`src/rtl/egress_arbiter.sv`:
```
// rtl/egress_arbiter.sv - round-robin frame-atomic arbiter for one egress port
// Claims frames whose tdest matches PORT_ID; a watchdog ends frames whose source stalls.
module egress_arbiter #(
   parameter int         NUM_INGRESS    = 4,
   parameter logic [1:0] PORT_ID        = 2'd0,
   parameter int         TIMEOUT_CYCLES = 64
) (
   input  logic                           clk,
   input  logic                           reset,
   input  logic                           en,
   input  logic [NUM_INGRESS-1:0]         ingress_source_tvalid,
   input  logic [NUM_INGRESS*16-1:0]      ingress_source_tdata,
   input  logic [NUM_INGRESS*2-1:0]       ingress_source_tdest,
   input  logic [NUM_INGRESS-1:0]         ingress_source_tlast,
   output logic [NUM_INGRESS-1:0]         ingress_sink_tready,
   output logic                           egress_source_tvalid,
   output logic [15:0]                    egress_source_tdata,
   output logic                           egress_source_tlast,
   input  logic                           egress_sink_tready,
   output logic [$clog2(NUM_INGRESS)-1:0] grant_id,
   output logic                           busy,
   output logic [15:0]                    frame_count,
   output logic [7:0]                     abort_count
);

   localparam int GW = $clog2(NUM_INGRESS);
   localparam int CW = $clog2(TIMEOUT_CYCLES + 1);

   localparam logic [1:0] S_IDLE  = 2'd0;
   localparam logic [1:0] S_BUSY  = 2'd1;
   localparam logic [1:0] S_ABORT = 2'd2;

   logic [1:0]             state;
   logic [GW-1:0]          rr_ptr;
   logic [CW-1:0]          idle_cnt;
   logic [NUM_INGRESS-1:0] req;
   logic                   pick_valid;
   logic [GW-1:0]          pick_idx;
   logic [GW:0]            scan;
   logic                   sel_tvalid;
   logic [15:0]            sel_tdata;
   logic                   sel_tlast;
   logic [GW-1:0]          next_rr;

   always_comb begin
      req = '0;
      for (int i = 0; i < NUM_INGRESS; i++) begin
         req[i] = ingress_source_tvalid[i] && (ingress_source_tdest[i*2 +: 2] == PORT_ID);
      end
   end

   // Scan from the farthest offset down so the request nearest rr_ptr is the one kept.
   always_comb begin
      pick_valid = 1'b0;
      pick_idx   = '0;
      scan       = '0;
      for (int k = NUM_INGRESS - 1; k >= 0; k--) begin
         scan = {1'b0, rr_ptr} + (GW+1)'(k);
         if (scan >= (GW+1)'(NUM_INGRESS)) begin
            scan = scan - (GW+1)'(NUM_INGRESS);
         end
         if (req[scan[GW-1:0]]) begin
            pick_valid = 1'b1;
            pick_idx   = scan[GW-1:0];
         end
      end
   end

   assign sel_tvalid = ingress_source_tvalid[grant_id];
   assign sel_tdata  = ingress_source_tdata[int'(grant_id)*16 +: 16];
   assign sel_tlast  = ingress_source_tlast[grant_id];
   assign next_rr    = (grant_id == GW'(NUM_INGRESS - 1)) ? '0 : grant_id + GW'(1);
   assign busy       = (state != S_IDLE);

   always_comb begin
      egress_source_tvalid = 1'b0;
      egress_source_tdata  = 16'h0000;
      egress_source_tlast  = 1'b0;
      ingress_sink_tready  = '0;
      case (state)
         S_BUSY: begin
            egress_source_tvalid          = sel_tvalid;
            egress_source_tdata           = sel_tdata;
            egress_source_tlast           = sel_tlast;
            ingress_sink_tready[grant_id] = egress_sink_tready;
         end
         S_ABORT: begin
            egress_source_tvalid = 1'b1;
            egress_source_tlast  = 1'b1;
         end
         default: ;
      endcase
   end

   always_ff @(posedge clk or posedge reset) begin
      if (reset) begin
         state       <= S_IDLE;
         rr_ptr      <= '0;
         grant_id    <= '0;
         idle_cnt    <= '0;
         frame_count <= '0;
         abort_count <= '0;
      end else begin
         case (state)
            S_IDLE: begin
               if (en && pick_valid) begin
                  grant_id <= pick_idx;
                  idle_cnt <= '0;
                  state    <= S_BUSY;
               end
            end
            S_BUSY: begin
               // A present beat always clears the watchdog, so completion can never race an abort.
               if (sel_tvalid) begin
                  idle_cnt <= '0;
                  if (egress_sink_tready && sel_tlast) begin
                     frame_count <= frame_count + 16'd1;
                     rr_ptr      <= next_rr;
                     state       <= S_IDLE;
                  end
               end else if (idle_cnt == CW'(TIMEOUT_CYCLES - 1)) begin
                  idle_cnt <= CW'(TIMEOUT_CYCLES);
                  state    <= S_ABORT;
               end else begin
                  idle_cnt <= idle_cnt + CW'(1);
               end
            end
            S_ABORT: begin
               if (egress_sink_tready) begin
                  if (abort_count != 8'hFF) begin
                     abort_count <= abort_count + 8'd1;
                  end
                  rr_ptr   <= next_rr;
                  idle_cnt <= '0;
                  state    <= S_IDLE;
               end
            end
            default: state <= S_IDLE;
         endcase
      end
   end

endmodule

```
`config.mk`:
```
export PLATFORM = sky130hd
export DESIGN_NAME = egress_arbiter
export DESIGN_NICKNAME = d
export VERILOG_FILES = /design/src/rtl/egress_arbiter.sv
export SDC_FILE = /design/constraint.sdc
export NUM_CORES = 1
export LEC_CHECK = 0
export ABC_AREA = 1
export BUFFER_PORTS_ARGS = -buffer_cell sky130_fd_sc_hd__buf_2
export CORE_MARGIN = 10
export CORE_UTILIZATION = 48
export DETAILED_ROUTE_END_ITERATION = 12
export PLACE_DENSITY = 0.89
export SYNTH_ARGS = -nofsm -noshare
export SYNTH_HDL_FRONTEND = slang
export SYNTH_SLANG_ARGS = --single-unit
```
`constraint.sdc`:
```
create_clock -name clk -period 2.1 [get_ports clk]
set_input_delay 0.42 -clock clk [delete_from_list [all_inputs] [get_ports clk]]
set_output_delay 0.42 -clock clk [all_outputs]
set_load 0.01 [all_outputs]
```
==> flow_summary.json <==
{
  "synth_top_area_share_pct": 30.8,
  "fin_crit_sh_pct": 96.9,
  "reg2regPathDepth": 10,
  "clock.fmax_mhz": 491,
  "stdcell_area_um2": 3830,
  "first_iter_violations": 195,
  "synth_nets": 548,
  "pwr-share-comb_pct": 61.4,
  "leakagePower_uw": 0.00208,
  "outcome": "finished, final reports clean",
  "setup_tns_ns": 0,
  "htreeDepth": 2,
  "nFillCells": 551,
  "vias": 3435,
  "power.switching_uw": 2180,
  "antenna_left": 0,
  "grt_max_degree": 38,
  "cp-start-kind": "flip-flop",
  "multiInputGateArea_um2": 1850,
  "nets": 678,
  "yosysSeqAreaShare_pct": 30.8,
  "antenna_found_initial": 0,
  "num_antenna_cells": 0,
  "r2r_slack_ns": 0.37,
  "die_width_um": 99.2,
  "ys_warn_count": 0,
  "insertion_delay_ns": 0.29,
  "synth_edf_count": 0,
  "slew_violations": 0,
  "grt-ovfl-total": 0,
  "rr_startpoint": "grant_id[0]$_DFFE_PP0P_",
  "die-area_um2": 9830,
  "path_class": "reg -> out",
  "clockBufferDepth": 2,
  "ys_seq_elements": 37,
  "synth.largest_area_cell": "dfrtp_1",
  "ioPinCount": 133,
  "path_clk_slew_ns": 0.07,
  "tightest_slew_ns": 0.462,
  "max-slew-margin-rel_pct": 69.2,
  "synth_top_flop_cell": "dfrtp_1",
  "min_path_type": "in -> async",
  "p_int_uw": 2130,
  "core-area_um2": 5990,
  "cts_root_buffer": "clkbuf_8",
  "drc": 0,
  "use_met2_pct": 34.2,
  "power.share.clock_pct": 11.3,
  "cts_num_sinks": 37,
  "fin_util_pct": 64.0,
  "synth.area.top_cells": "dfrtp_1, nand2_1, nor2_1",
  "cp.arrival_ns": 1.62,
  "cts_buffers": 5,
  "p_sw_share_pct": 50.5,
  "ctsHoldBuffers": 0,
  "drive_gt1_share_pct": 30.0,
  "syn_avg_cell_area_um2": 6.65,
  "vias_per_cell": 5.22,
  "dieHeight_um": 99.2,
  "p_per_area_nw_per_um2": 1120,
  "numPortBuffers": 132,
  "worst_slack_ns": 0.0649,
  "grt_pass1_vias": 3194,
  "skew_ns": 0.00725,
  "setup_viol": 0,
  "postCtsSetupBuffers": 0,
  "register_area_um2": 927,
  "end_kind": "output pin",
  "crit_required_ns": 1.68,
  "top_usage_layer": "met2",
  "period_minus_slack_ns": 2.04,
  "crit_path_max_fanout": 13,
  "area_growth_syn_to_layout_pct": 27.4,
  "use_met3_pct": 2.84,
  "r2r_end": "frame_count[12]$_DFFE_PP0P_",
  "ys_async_sr_fraction_pct": 100,
  "synth_cell_types": 34,
  "place.gp.congestion": 0.887,
  "dp_hpwl_um": 7670,
  "detailedPlace.worstSlack_ns": 0.167,
  "dr.pass1.iters": 5,
  "grt_setup_unrepaired": "yes",
  "cts_tree": "built",
  "grt_pass1_wl_um": 15300,
  "place_area_um2": 3720,
  "wl_per_cell_um": 14.6,
  "stdcell_count": 658,
  "grtUsageMet1_pct": 21.3,
  "p_seq_share_pct": 27.3,
  "vdd_drop_max_mv": 0.642,
  "dp_cells": 650,
  "syn_inst": 452,
  "synth_area_um2": 3010,
  "rows": 28,
  "cap_violations": 0,
  "grt_usage_pct": 18.5,
  "start_util_pct": 50.2,
  "hold_viol_final": 0,
  "wirelength_um": 9590
}
-- power groups by stage --
stage          Clock, uW  Sequential [uW]  Combinational, uW
5_1_grt              523             1210               2990
3_3_place_gp           0             1160               2540
2_1_floorplan          0             1200               1760
3_5_place_dp           0             1170               2610
6_report             486             1180               2650
4_1_cts              492             1160               2650
-- worst max path at each step --
stage / from / end / slack [ns] / depth (start not counted)
floorplan: grant_id[1]$_DFFE_PP0P_ / ingress_sink_tready[0] / 0.20 / 7
global placement: state[1]$_DFFE_PP0P_ / egress_source_tvalid / 0.23 / 6
detailed placement: state[1]$_DFFE_PP0P_ / egress_source_tvalid / 0.17 / 6
CTS: grant_id[0]$_DFFE_PP0P_ / egress_source_tvalid / 0.04 / 7
global route: grant_id[0]$_DFFE_PP0P_ / egress_source_tvalid / -0.02 / 7
finish: grant_id[0]$_DFFE_PP0P_ / egress_source_tvalid / 0.06 / 7
-- cell usage after synthesis, types with 6 or more instances --
master / count
nand2_1: 100
nor2_1: 88
o21ai_0: 44
dfrtp_1: 37
inv_1: 35
nand3_1: 27
a21oi_1: 20
xor2_1: 14
ha_1: 12
clkbuf_1: 10
nand4_1: 9
o21ai_1: 7
xnor2_1: 7
inv_2: 6
-- layout make-up --
class	count	area share (%)
clock inverters	2	0.261
repair buffers	139	18.8
flip-flops and latches	37	24.2
well taps	75	2.45
multi-input cells	357	48.2
inverters	42	4.24
clock buffers	6	1.89
-- worst max-delay path, stage by stage (launching register included) --
cell and delay, ns:
dfrtp_2 0.45, buf_4 0.20, nand2_1 0.09, nand3_2 0.09, nand2_4 0.12, nor2_4 0.06
o21a_1 0.18, buf_2 0.14
-- kinds of logic (layout without fill, tap and decap cells) --
group / Yosys count / count (layout) / share of synthesized area, %
AOI/OAI and AO/OA: 77 / 77 / 13.4
xor gates and xnor gates: 21 / 21 / 6.11
adders and majority gates: 12 / 12 / 4.99
buffers and inverters: 58 / 189 / 8.28
DFF: 37 / 37 / 30.8
and+or+nand+nor: 247 / 247 / 36.5
-- per-stage QoR --
step / hold slack [ns] / power [uW]
after floorplan: 0.453 / 2960
after global placement: 0.470 / 3700
after detailed placement: 0.486 / 3780
after CTS: 0.251 / 4300
after global routing: 0.293 / 4720
final: 0.231 / 4310
-- repair_timing --
| item | 4_1_cts | 5_1_grt |
|---|---|---|
| gates resized for setup | 3 | 5 |
| pin swaps | 0 | 0 |
| setup endpoints to repair | 4 | 13 |
-- layer usage --
metal	routed length, um	up-vias
met2	5100	109
li1	-	1710
met4	193	0
met3	500	21
met5	0	-
met1	3790	1595
-- placed cells by master, fill, tap and decap left out, types with 6 or more instances in the layout --
cell	count
nand2_1	100
dfrtp_1	36
ha_1	11
buf_2	132
o21ai_0	44
buf_4	6
nor2_1	88
inv_1	34
nand3_1	27
o21ai_1	7
nand4_1	9
xnor2_1	7
xor2_1	14
a21oi_1	20
-- state kept, by name, summed over array words and instances, names as in the netlist --
register and flops:
frame_count 16, abort_count 8, idle_cnt 7, rr_ptr 2, grant_id 2, state 2
No activity file was read; power rests on OpenSTA's default activity.
